$ cat src/rtl/div_pkg.sv
// Shared definitions for the sequential divider family.
//   state_e      : divider FSM state encoding (IDLE, CALC, DONE)
//   DBZ_QUOTIENT : all-ones quotient reported on divide-by-zero (slice to WIDTH)
package div_pkg;

  typedef enum logic [1:0] {
    IDLE = 2'd0,
    CALC = 2'd1,
    DONE = 2'd2
  } state_e;

  localparam int unsigned MAX_WIDTH = 32;

  localparam logic [MAX_WIDTH-1:0] DBZ_QUOTIENT = '1;

endpackage

$ cat src/rtl/div_step.sv
// One restoring shift-subtract iteration (combinational).
//   rem_i     : partial remainder before the step (always < divisor_i)
//   bit_i     : next dividend bit shifted into the remainder
//   divisor_i : divisor
//   rem_o     : partial remainder after the step
//   qbit_o    : quotient bit produced by the step
module div_step #(
  parameter int unsigned WIDTH = 8
) (
  input  logic [WIDTH-1:0] rem_i,
  input  logic             bit_i,
  input  logic [WIDTH-1:0] divisor_i,
  output logic [WIDTH-1:0] rem_o,
  output logic             qbit_o
);

  // The shifted remainder keeps its carry bit, so the compare and subtract
  // stay exact even when the divisor uses the top bit.
  logic [WIDTH:0] shifted;

  always_comb begin
    shifted = {rem_i, bit_i};
    qbit_o  = (shifted >= {1'b0, divisor_i});
    rem_o   = qbit_o ? WIDTH'(shifted - {1'b0, divisor_i}) : WIDTH'(shifted);
  end

endmodule

$ cat src/rtl/seq_divider.sv
// Multi-cycle unsigned divider, one quotient bit per clock, valid/ready on
// both sides.
//   clk, rst_n              : clock, async active-low reset
//   in_valid / in_ready     : operand handshake (in_ready high only in IDLE)
//   dividend, divisor       : operands, captured on the accepting edge
//   out_valid / out_ready   : result handshake
//   quotient, remainder     : result, held until the next result is produced
//   div_by_zero             : result came from a zero divisor
module seq_divider
  import div_pkg::*;
#(
  parameter int unsigned WIDTH = 8,
  parameter int unsigned CNT_W = $clog2(WIDTH + 1)
) (
  input  logic             clk,
  input  logic             rst_n,
  input  logic             in_valid,
  output logic             in_ready,
  input  logic [WIDTH-1:0] dividend,
  input  logic [WIDTH-1:0] divisor,
  output logic             out_valid,
  input  logic             out_ready,
  output logic [WIDTH-1:0] quotient,
  output logic [WIDTH-1:0] remainder,
  output logic             div_by_zero
);

  state_e           state_q, state_d;
  logic [CNT_W-1:0] cnt_q, cnt_d;
  logic [WIDTH-1:0] dvd_q, dvd_d;   // dividend bits out the top, quotient bits in the bottom
  logic [WIDTH-1:0] dvs_q, dvs_d;
  logic [WIDTH-1:0] rem_q, rem_d;
  logic [WIDTH-1:0] quot_q, quot_d;
  logic [WIDTH-1:0] remo_q, remo_d;
  logic             dbz_q, dbz_d;
  logic             ovalid_q, ovalid_d;

  logic [WIDTH-1:0] step_rem;
  logic             step_qbit;

  div_step #(.WIDTH(WIDTH)) u_step (
    .rem_i     (rem_q),
    .bit_i     (dvd_q[WIDTH-1]),
    .divisor_i (dvs_q),
    .rem_o     (step_rem),
    .qbit_o    (step_qbit)
  );

  // Next-state and registered-output logic.
  always_comb begin
    state_d  = state_q;
    cnt_d    = cnt_q;
    dvd_d    = dvd_q;
    dvs_d    = dvs_q;
    rem_d    = rem_q;
    quot_d   = quot_q;
    remo_d   = remo_q;
    dbz_d    = dbz_q;
    ovalid_d = ovalid_q;

    unique case (state_q)
      IDLE: begin
        if (in_valid) begin
          dvd_d = dividend;
          dvs_d = divisor;
          rem_d = '0;
          cnt_d = CNT_W'(WIDTH);
          if (divisor == '0) begin
            state_d  = DONE;
            quot_d   = DBZ_QUOTIENT[WIDTH-1:0];
            remo_d   = dividend;
            dbz_d    = 1'b1;
            ovalid_d = 1'b1;
          end else begin
            state_d = CALC;
            dbz_d   = 1'b0;
          end
        end
      end
      CALC: begin
        dvd_d = {dvd_q[WIDTH-2:0], step_qbit};
        rem_d = step_rem;
        cnt_d = cnt_q - CNT_W'(1);
        // Final iteration: publish the result on the same edge.
        if (cnt_q == CNT_W'(1)) begin
          state_d  = DONE;
          quot_d   = {dvd_q[WIDTH-2:0], step_qbit};
          remo_d   = step_rem;
          ovalid_d = 1'b1;
        end
      end
      DONE: begin
        if (out_ready) begin
          state_d  = IDLE;
          ovalid_d = 1'b0;
        end
      end
      default: begin
        state_d  = IDLE;
        ovalid_d = 1'b0;
      end
    endcase
  end

  // State and datapath registers.
  always_ff @(posedge clk or negedge rst_n) begin
    if (!rst_n) begin
      state_q  <= IDLE;
      cnt_q    <= '0;
      dvd_q    <= '0;
      dvs_q    <= '0;
      rem_q    <= '0;
      quot_q   <= '0;
      remo_q   <= '0;
      dbz_q    <= 1'b0;
      ovalid_q <= 1'b0;
    end else begin
      state_q  <= state_d;
      cnt_q    <= cnt_d;
      dvd_q    <= dvd_d;
      dvs_q    <= dvs_d;
      rem_q    <= rem_d;
      quot_q   <= quot_d;
      remo_q   <= remo_d;
      dbz_q    <= dbz_d;
      ovalid_q <= ovalid_d;
    end
  end

  assign in_ready    = (state_q == IDLE);
  assign out_valid   = ovalid_q;
  assign quotient    = quot_q;
  assign remainder   = remo_q;
  assign div_by_zero = dbz_q;

endmodule

$ cat config.mk
export PLATFORM = sky130hd
export DESIGN_NAME = seq_divider
export DESIGN_NICKNAME = d
export VERILOG_FILES = /design/src/rtl/div_pkg.sv /design/src/rtl/div_step.sv /design/src/rtl/seq_divider.sv
export SDC_FILE = /design/constraint.sdc
export NUM_CORES = 1
export LEC_CHECK = 0
export CORE_MARGIN = 2
export CORE_UTILIZATION = 30
export DETAILED_ROUTE_END_ITERATION = 12
export SLEW_MARGIN = 20
export SYNTH_ARGS = -nofsm -noshare
export SYNTH_HDL_FRONTEND = slang
export SYNTH_SLANG_ARGS = --single-unit
$ cat constraint.sdc
create_clock -name clk -period 3 [get_ports clk]
set_clock_uncertainty 0.1 [all_clocks]
set_input_delay 0.3 -clock clk [delete_from_list [all_inputs] [get_ports clk]]
set_output_delay 0.3 -clock clk [all_outputs]
set_load 0.1 [all_outputs]
==> flow_metrics.py <==
metrics = {
    "status": {
        "status": "completed",
    },
    "critical_path": {
        "arrival_ns": 2.52,
        "cp.depth": 9,
        "critPathTopFamily": "simple AND/OR/NAND/NOR gates",
        "worstSetupStartpointType": "flip-flop",
        "critical_path_required_ns": 3.12,
        "cp_max_fo": 4,
        "cp_num_buf_inv": 1,
        "critical_path.cell_chain": "inv_1, ha_1, fa_1, nor2b_1, nor3_1, or4_1, o2111ai_1, mux2i_1, o21ai_0",
        "cp_slowest_cell": "or4_1",
        "reg2reg_from": "dvd_q[7]",
        "endpoint_kind": "flip-flop",
        "rr_worst_depth": 9,
        "endpoint": "rem_q[6]",
        "cpPeakStageDelay_ns": 0.46,
        "crit_start": "dvd_q[7]",
        "critPathKind": "flip-flop to flip-flop",
        "r2r_end": "rem_q[6]",
        "reg2reg_slack_ns": 0.59,
    },
    "synth": {
        "synth_area_leaders": "dfrtp_1 (48%), o21ai_0 (6.0%), mux2i_1 (5.6%), ha_1 (5.0%), mux2_2 (4.5%)",
        "netlist_instances": 249,
        "synth_edf_count": 0,
        "synthFlopType": "dfrtp_1",
        "synth.yosys.seq_area_share": 0.4831,
        "yosys.cell_types.count": 37,
        "ys_warn_count": 0,
        "ys_ff_latch": 48,
        "syn_area_per_cell_um2": 9.984,
        "synth_most_common_cell": "dfrtp_1",
        "synth.top_cell.area_share": 0.4831,
        "syn_nets": 280,
        "yosysTopAreaCell": "dfrtp_1",
        "synth_area_um2": 2486,
        "synth_common_cells": "dfrtp_1 (48), o21ai_0 (30), nand2_1 (24)",
        "async_reset_ff_frac": 1.000,
    },
    "placement": {
        "dp_hpwl_mm": 4.223,
        "dp_slack_ns": 0.5865,
        "gp_congestion": 0.8609,
        "numPortBuffers": 38,
    },
    "floorplan": {
        "ios": 39,
        "rows": 33,
        "die_h_um": 95.04,
        "chipWidth_um": 95.04,
        "core_area_um2": 8134,
        "dieArea_um2": 9032,
        "initial_core_util": 0.3056,
    },
    "layout": {
        "final_util": 0.3712,
        "fillCellCount": 831,
        "nets": 320,
        "area_growth_pct": 21.44,
        "drive_gt1_frac": 0.1592,
        "diodes": 0,
    },
    "drt": {
        "vias": 1925,
        "drtAntennaViolNets": 0,
        "wire_per_inst_um": 14.37,
        "drt_pass1_iterations": 4,
        "drt_wl_total_mm": 5.660,
        "drtIter0Drc": 81,
        "drcViolationCount": 0,
        "via_per_inst": 4.886,
    },
    "cts": {
        "cts_resized": 0,
        "cts_tree": "done",
        "cts_made_buffers": 5,
        "cts.sinks": 48,
        "clk_latency_ns": 0.29,
        "clk_path_buf_depth": 2,
        "path_clk_slew_ns": 0.08,
        "htreeDepth": 2,
        "post_cts_buffers": 0,
        "root_buffer": "clkbuf_8",
        "ctsHoldBuffers": 1,
    },
    "global_route": {
        "use_met1": 0.1809,
        "busiest_layer": "met2",
        "grt_max_degree": 33,
        "grt_pass1_vias": 1952,
        "antenna_found_initial": 0,
        "met3_usage": 0.02609,
        "grt-ovfl-total": 0,
        "grt_first_pass_wirelength_mm": 9.522,
        "use_met2": 0.2270,
        "grt.total_usage": 0.1365,
    },
    "timing": {
        "fin_ws_ns": 0.5946,
        "min_period_ns": 2.405,
        "drv_slew": 0,
        "hold_ws_ns": 0.3942,
        "setup_tns_ns": 0,
        "rsz0062_at_grt": "false",
        "setup_viol": 0,
        "relSlewSlack": 0.5280,
        "finalHoldViolCount": 0,
        "post-route-period-util": 0.8018,
        "fmax_mhz": 415.7,
        "tightestPinTransition_ns": 0.7080,
    },
    "hold_path": {
        "min_path_type": "flip-flop to flip-flop",
    },
    "flow_run": {
        "drv_cap": 0,
    },
}
-- routing by layer --
metal	part of all wire	wire length, µm
met1	0.47	2674
met5	0	0
met4	0.012	70
met3	0.037	207
met2	0.48	2708
-- layout make-up --
cell class                      count  area, µm²  share of cell area
Timing Repair Buffer               44      375.4              0.1243
Multi-Input combinational cell    176       1181              0.3912
Clock inverter                      1      5.005            0.001658
Inverter                           14      52.55             0.01741
Clock buffer                        6      72.57             0.02404
Sequential cell                    48       1201              0.3978
Tap cell                          105      131.4             0.04351
-- registers in the layout (all words and copies together), names as in the netlist --
name	flops
out_valid	1
dvs_q	8
remainder	8
cnt_q	4
state_q	2
rem_q	8
quotient	8
div_by_zero	1
dvd_q	8
-- metrics by stage --
stage	std cells	area, µm²
after floorplan	249	2486
after global placement	386	2932
after detailed placement	386	2932
after CTS	394	3019
after global routing	394	3019
final	394	3019
-- worst min path at each step --
stage	start	to	slack [ns]	depth (start not counted)
floorplan	rst_n	cnt_q[0]	-0.1	0
global placement	rst_n	dvd_q[4]	0.30	1
detailed placement	rst_n	quotient[5]	0.30	1
CTS	out_valid	out_valid	0.40	1
global route	out_valid	out_valid	0.41	1
finish	out_valid	out_valid	0.39	1
-- cells in the final DEF (no fill, tap or decap), types with 7 or more instances in the layout --
cell and n:
a21oi_1 10, ha_1 10, mux2i_1 14, dfrtp_1 48, nand2_1 24, clkdlybuf4s50_1 18, mux2_2 10, o21ai_0 30
o22a_1 7, nor2_1 18, buf_4 24, inv_1 14, nand3_1 13
-- kinds of logic (layout without fill, tap and decap cells) --
family                     Yosys count  after routing  synth area share
DFF                                 48             48            0.4831
xor gates and xnor gates             4              4           0.01409
AOI/OAI and AO/OA                   66             66            0.1706
and+or+nand+nor                     71             71            0.1304
adders and majority gates           11             11           0.05838
muxes                               24             24            0.1017
buffers and inverters               25             65           0.04177
Power is left out: the tool's default activity adds up to more than one toggle a clock period on the data nets, which glitch-free logic cannot reach.
